### config.mk
export PLATFORM = sky130hd
export DESIGN_NAME = card_hand_dealer
export DESIGN_NICKNAME = d
export VERILOG_FILES = /design/src/rtl/card_hand_dealer.sv
export SDC_FILE = /design/constraint.sdc
export NUM_CORES = 1
export LEC_CHECK = 0
export ABC_AREA = 1
export ABC_CLOCK_PERIOD_IN_PS = 7300
export CAP_MARGIN = 20
export CELL_PAD_IN_SITES_DETAIL_PLACEMENT = 1
export CELL_PAD_IN_SITES_GLOBAL_PLACEMENT = 1
export CORE_ASPECT_RATIO = 1.1
export CORE_MARGIN = 2
export CORE_UTILIZATION = 25
export CTS_CLUSTER_DIAMETER = 50
export DETAILED_ROUTE_END_ITERATION = 8
export DONT_BUFFER_PORTS = 1
export PLACE_DENSITY = 0.55
export SLEW_MARGIN = 20
export SYNTH_ARGS = -nofsm -noshare
export SYNTH_HDL_FRONTEND = slang
export SYNTH_SLANG_ARGS = --single-unit
### constraint.sdc
create_clock -name clock -period 7.3 [get_ports clock]
set_clock_uncertainty 0.2 [all_clocks]
set_input_delay 1.095 -clock clock [delete_from_list [all_inputs] [get_ports clock]]
set_output_delay 1.095 -clock clock [all_outputs]
set_load 0.005 [all_outputs]
### src/rtl/card_hand_dealer.sv
// Deals cards from a free-running 1..CARD_MAX counter into a three-slot hand and keeps its baccarat score.
// Card lands one edge after acceptance, score/deal_done one edge later; deal_ready drops while full, clearing or pending.
`timescale 1ns/1ps
module card_hand_dealer #(
  parameter int CARD_MAX  = 13,
  parameter int MAX_CARDS = 3
) (
  input  logic       clock,
  input  logic       reset,
  input  logic       clear,
  input  logic       deal_req,
  output logic       deal_ready,
  output logic [3:0] card1,
  output logic [3:0] card2,
  output logic [3:0] card3,
  output logic [1:0] num_cards,
  output logic [3:0] score,
  output logic       deal_done,
  output logic [3:0] deal_value
);

  generate
    if (MAX_CARDS != 3) begin : g_bad_max_cards
      $error("card_hand_dealer: MAX_CARDS must be 3");
    end
    if (CARD_MAX < 1 || CARD_MAX > 15) begin : g_bad_card_max
      $error("card_hand_dealer: CARD_MAX must fit a 4-bit card code");
    end
  endgenerate

  localparam logic [3:0] CARD_TOP = 4'(CARD_MAX);

  typedef enum logic [1:0] {
    EMPTY = 2'd0,
    ONE   = 2'd1,
    TWO   = 2'd2,
    FULL  = 2'd3
  } state_t;

  state_t     state_q;
  state_t     state_d;
  logic       pending_q;
  logic [3:0] counter_q;
  logic       accept;
  logic [4:0] pts_sum;
  logic [3:0] score_next;

  function automatic logic [4:0] pts(input logic [3:0] code);
    return (code >= 4'd1 && code <= 4'd9) ? {1'b0, code} : 5'd0;
  endfunction

  assign accept     = deal_req && deal_ready;
  assign deal_value = counter_q;

  always_ff @(posedge clock) begin
    if (reset) begin
      state_q <= EMPTY;
    end else begin
      state_q <= state_d;
    end
  end

  always_comb begin
    state_d = state_q;
    if (clear) begin
      state_d = EMPTY;
    end else if (accept) begin
      case (state_q)
        EMPTY:   state_d = ONE;
        ONE:     state_d = TWO;
        TWO:     state_d = FULL;
        default: state_d = FULL;
      endcase
    end
  end

  always_comb begin
    deal_ready = (state_q != FULL) && !clear && !pending_q;
    num_cards  = state_q;
  end

  // Card source runs regardless of clear or dealing activity.
  always_ff @(posedge clock) begin
    if (reset) begin
      counter_q <= 4'd1;
    end else if (counter_q == CARD_TOP) begin
      counter_q <= 4'd1;
    end else begin
      counter_q <= counter_q + 4'd1;
    end
  end

  always_ff @(posedge clock) begin
    if (reset || clear) begin
      card1 <= 4'd0;
      card2 <= 4'd0;
      card3 <= 4'd0;
    end else if (accept) begin
      case (state_q)
        EMPTY:   card1 <= counter_q;
        ONE:     card2 <= counter_q;
        TWO:     card3 <= counter_q;
        default: ;
      endcase
    end
  end

  // Sum of three points is at most 27, so two conditional subtracts give mod 10.
  always_comb begin
    pts_sum = pts(card1) + pts(card2) + pts(card3);
    if (pts_sum >= 5'd20) begin
      score_next = 4'(pts_sum - 5'd20);
    end else if (pts_sum >= 5'd10) begin
      score_next = 4'(pts_sum - 5'd10);
    end else begin
      score_next = 4'(pts_sum);
    end
  end

  always_ff @(posedge clock) begin
    if (reset || clear) begin
      pending_q <= 1'b0;
      deal_done <= 1'b0;
      score     <= 4'd0;
    end else begin
      pending_q <= accept;
      deal_done <= pending_q;
      if (pending_q) begin
        score <= score_next;
      end
    end
  end

endmodule
-- After elaboration in Yosys (flattened, before gate mapping)
Index checks and enable logic that the tools add are counted.
- flip-flop bits (word level): 24
- input bits: 4
- output and inout port bits: 24
- add/sub/neg operators: 5
- magnitude comparators: 8
- equality and inequality tests: 4
- multiplexer cells: 6
- reductions and logical operators: 15
- operators by type and width (operator ; number):
    $mux W4 ; 5
    $ge A4 B1 Y1 const B ; 3
    $le A4 B4 Y1 const B ; 3
    $logic_and A1 B1 Y1 ; 6
    $reduce_and A2 Y1 ; 3
    $add A4 B4 Y5 ; 1
    $add A5 B4 Y5 ; 1
    $ge A5 B4 Y1 const B ; 1
    $ge A5 B5 Y1 const B ; 1
    $add A4 B1 Y4 const B ; 1
    $eq A4 B4 Y1 const B ; 1
    $pmux W2 S2 ; 1
    $reduce_or A2 Y1 ; 2
    $sub A4 B3 Y4 const B ; 1
    $sub A4 B4 Y4 const B ; 1
    $eq A2 B1 Y1 const B ; 1
    $eq A2 B2 Y1 const B ; 1
    $logic_not A1 Y1 ; 2
    $logic_not A2 Y1 ; 1
    $ne A2 B2 Y1 const B ; 1
    $logic_or A1 B1 Y1 ; 1

-- Logic depth before layout (Yosys ltp)
- word-level depth: 8
- depth in mapped cells: 20
- depth with buffers taken out: 20

-- Least setup slack after synthesis
No wires, ideal clock.
- kind: reg2reg
- start point: register card1[3]
- end point: register score[1]
- setup time: 109 ps
- data arrival time: 2986 ps
- required time: 6991 ps
- setup slack: 4005 ps
- cell stages (with the launch flop): 18
- path buffers: 0
- cells stage by stage: dfxtp_1 -> inv_1 -> nor3_1 -> nor2_1 -> nor2_1 -> fa_1 -> ha_1 -> fa_1 -> inv_1 -> ha_1 -> inv_1 -> nor2_1 -> o21ai_0 -> nand3_1 -> nand3_1 -> nand3_1 -> nand2_1 -> inv_1
- cells in the longest elaborated chain, start to end: 8
- elaborated cells between the ends (all ways): 12
- RTL lines (item ; RTL line ; text):
    start: declaration ; 13 ; output logic [3:0] card1,
    start signal: assignment ; 100 ; EMPTY: card1 <= counter_q;
    $ge A4 B1 Y1 / $le A4 B4 Y1 (equally long branches) ; 49 ; return (code >= 4'd1 && code <= 4'd9) ? {1'b0, code} : 5'd0;
    $logic_and A1 B1 Y1 ; 49 ;
    $mux W4 * ; 49 ;
    $add A4 B4 Y5 * ; 110 ; pts_sum = pts(card1) + pts(card2) + pts(card3);
    $add A5 B4 Y5 * ; 110 ;
    $sub A4 B4 Y4 / $ge A5 B4 Y1 (equally long branches) ; 114, 113 ;
    $mux W4 ; 113 ; end else if (pts_sum >= 5'd10) begin
    $mux W4 * ; 111 ; if (pts_sum >= 5'd20) begin
    end signal: assignment ; 129 ; score <= score_next;
    end: declaration ; 17 ; output logic [3:0] score,
Every way passes the cells marked *; elsewhere a longest branch is shown, timed or not.
A chain may end at the register's enable or synchronous reset.

-- Final worst setup path
Ends and elaborated chain as after synthesis.

==> results.json <==
{
  "cts.htree.levels": 1,
  "postSynthRegisterBits": 24,
  "post-route-period-util": 0.491,
  "cts.root.buffer_cell": "sky130_fd_sc_hd__clkbuf_8",
  "setup_viols_final": 0,
  "number_of_drc_markers_in_iteration_0": 34,
  "firstDrtPassIters": 2,
  "period_minus_slack_ps": 3580,
  "synth_cell_type_count": 23,
  "initial_utilization": 0.255,
  "worst_slack_setup_final_ps": 3720,
  "gpl.final_weighted_congestion": 0.829,
  "critPathCaptureType": "flip-flop",
  "worst_slew_pin_slew_ps": 927,
  "clock_sink_count": 24,
  "sequential_share_of_the_synthesized_area": 0.354,
  "dp_hpwl_mm": 2.75,
  "synth_area_um2": 1360,
  "cp_data_arrival_time_ps": 3560,
  "cp.required_ps": 7270,
  "setup.worst_path.start_class": "flip-flop",
  "final_util": 0.279,
  "maxClockFrequency_mhz": 279,
  "mappedNetlistNets": 197,
  "post-place-cells": 254,
  "p_leak_nw": 0.630,
  "worstReg2RegStart": "card1[3]$_SDFFE_PP0P_",
  "timing.slew.headroom": 0.380,
  "grt_antenna_before_repair": 0,
  "area_growth_pct": 9.59,
  "crit-reg2reg-capture": "score[1]$_SDFFE_PP0P_",
  "grt_max_degree": 16,
  "grt_first_pass_wirelength_mm": 5.81,
  "drt-vias-per-instance": 4.40,
  "wirelength_mm": 3.32,
  "final_cells": 257,
  "finalHoldViolations": 0,
  "worstSetupPathDepth": 17,
  "cpPeakStageDelay_ps": 540,
  "tritoncts.num_buffers": 3,
  "worstSetupPathType": "flip-flop to flip-flop",
  "syn_inst": 180,
  "route.detailed.drc": 0,
  "path_cells": "inv_1 -> nor3_1 -> nor2_1 -> nor2_1 -> fa_1 -> ha_1 -> fa_1 -> inv_1 -> ha_1 -> inv_1 -> nor2_1 -> o21ai_0 -> nand3_1 -> nand3_1 -> nand3_1 -> nand2_1 -> inv_1",
  "crit_path_start": "card1[3]$_SDFFE_PP0P_",
  "total_power_w": 0.000242,
  "slew_violations": 0,
  "cell_with_the_largest_stage_delay_on_the_worst_path": "sky130_fd_sc_hd__fa_1",
  "floorplan.die.width_um": 74.3,
  "cp.buffers_inverters": 4,
  "synth-warning-count": 0,
  "dpl_worst_slack_ps": 3650,
  "cts_setup_buffers": 0,
  "tns_ps": 0,
  "clkTransAtPathRegs_ps": 90,
  "worstSetupEndpoint": "score[1]$_SDFFE_PP0P_",
  "crit_path_frequent_cell": "sky130_fd_sc_hd__inv_1",
  "dieArea_um2": 6040,
  "insertion_delay_ps": 260,
  "numPortBuffers": 0,
  "cts_hold_buf": 0,
  "routed_vias": 1131,
  "num-nets-final": 201,
  "core.rowCount": 28,
  "timing.reg2reg.setup_slack_ps": 3720,
  "r2r_cells": 17,
  "antenna_cells_inserted": 0,
  "rsz0062_at_grt": "false",
  "post_synth.cell_area_avg_um2": 7.54,
  "die_height_um": 81.3,
  "clock_tree_from_tritoncts": "built",
  "critical_path.max_fanout": 4,
  "wl_per_cell_um": 12.9,
  "gr-total-overflow": 0,
  "grt_use_total": 0.125,
  "worst_path_dominant_cell_family": "adder cells",
  "cts_max_path_buffers": 2,
  "cap_viol_max_count": 0,
  "ctsResizeCount": 0,
  "drive_gt1_frac": 0.0879,
  "final_antenna_net_count": 0,
  "core_um2": 5330,
  "hold_class": "flip-flop to flip-flop",
  "power.density_nw_per_um2": 163,
  "run_status": "finished, final reports clean",
  "floorplan.io_pins": 28,
  "largest_voltage_drop_on_the_vdd_net_uv": 88.4,
  "grt_pass1_vias": 1192
}
placed cells by master, fill, tap and decap left out, drive strengths merged:
| cell | count |
|---|---|
| o21ai | 19 |
| a21oi | 19 |
| ha | 8 |
| nor2 | 23 |
| nand2 | 23 |
| a31oi | 2 |
| inv | 36 |
| fa | 5 |
| dfxtp | 24 |
| nor3 | 2 |
| clkbuf | 3 |
| o31ai | 1 |
| nand3 | 15 |
| and3 | 1 |
| xnor2 | 1 |
synthesized netlist by cell type:
master | n | share of area
sky130_fd_sc_hd__a21oi_1 | 18 | 0.066
sky130_fd_sc_hd__a21oi_2 | 1 | 0.0065
sky130_fd_sc_hd__a31oi_1 | 2 | 0.0092
sky130_fd_sc_hd__and3_1 | 1 | 0.0046
sky130_fd_sc_hd__buf_2 | 1 | 0.0037
sky130_fd_sc_hd__dfxtp_1 | 24 | 0.35
sky130_fd_sc_hd__fa_1 | 5 | 0.074
sky130_fd_sc_hd__ha_1 | 8 | 0.074
sky130_fd_sc_hd__inv_1 | 33 | 0.091
sky130_fd_sc_hd__inv_2 | 3 | 0.0083
sky130_fd_sc_hd__nand2_1 | 20 | 0.055
sky130_fd_sc_hd__nand2_4 | 3 | 0.025
sky130_fd_sc_hd__nand3_1 | 13 | 0.048
sky130_fd_sc_hd__nand3_2 | 2 | 0.015
sky130_fd_sc_hd__nor2_1 | 21 | 0.058
sky130_fd_sc_hd__nor2_2 | 1 | 0.0046
sky130_fd_sc_hd__nor2_4 | 1 | 0.0083
sky130_fd_sc_hd__nor3_1 | 2 | 0.0074
sky130_fd_sc_hd__o21ai_0 | 9 | 0.033
sky130_fd_sc_hd__o21ai_1 | 8 | 0.029
sky130_fd_sc_hd__o21ai_2 | 2 | 0.013
sky130_fd_sc_hd__o31ai_1 | 1 | 0.0055
sky130_fd_sc_hd__xnor2_1 | 1 | 0.0065
metal layers:
metal,track usage,vias to the layer above,wire length [um]
met4,0.0321,0,25
met3,0.0335,4,130
met2,0.217,13,1660
met1,0.154,528,1500
li1,-,586,-
met5,0,-,0
final cells by class:
cell class	count	area [um^2]
fill	680	3840
multi-input combinational	119	737
clock buffer	3	41.3
inverter	36	135
tap	75	93.8
sequential	24	480
power by group:
group	total, W	switching (W)	internal, W	leakage [nW]
Combinational	0.0000206	0.0000129	0.00000768	0.414
Clock	0.0000795	0.0000426	0.0000369	0.0216
Sequential	0.000142	0.00000710	0.000135	0.195
Total	0.000242	0.0000626	0.000179	0.630
sequential cells by signal, indices dropped and copies added (netlist names):
register and flops:
num_cards 2, score 4, deal_value 4, card2 4
pending_q 1, card1 4, card3 4, deal_done 1
tightest hold or removal path: stages, from the launching register on:
cell and delay (ps):
sky130_fd_sc_hd__dfxtp_1 330, sky130_fd_sc_hd__nand2_1 60, sky130_fd_sc_hd__a21oi_1 50
metrics by stage:
step | hold slack (ps) | instance area, um^2
after global placement | 279 | 1450
after global routing | 317 | 1490
after CTS | 294 | 1490
after floorplan | 256 | 1360
after detailed placement | 280 | 1450
final | 289 | 1490
how the worst min path moves through the flow:
stage / from / to / slack, ps / cells past startpoint
after floorplan: score[0]$_SDFFE_PP0P_ / score[0]$_SDFFE_PP0P_ / 260 / 2
after global placement: score[2]$_SDFFE_PP0P_ / score[2]$_SDFFE_PP0P_ / 280 / 2
after detailed placement: score[2]$_SDFFE_PP0P_ / score[2]$_SDFFE_PP0P_ / 280 / 2
after CTS: score[2]$_SDFFE_PP0P_ / score[2]$_SDFFE_PP0P_ / 290 / 2
after global routing: score[0]$_SDFFE_PP0P_ / score[0]$_SDFFE_PP0P_ / 320 / 2
final: score[0]$_SDFFE_PP0P_ / score[0]$_SDFFE_PP0P_ / 290 / 2
logic make-up after synthesis:
logic type / count (synthesis) / synth area share
and+or+nand+nor: 64 / 0.226
xor gates and xnor gates: 1 / 0.00645
DFF: 24 / 0.354
buffers and inverters: 37 / 0.103
AOI/OAI and AO/OA: 41 / 0.163
adders and majority gates: 13 / 0.147
Note: power is estimated with default switching activity, not from simulation.
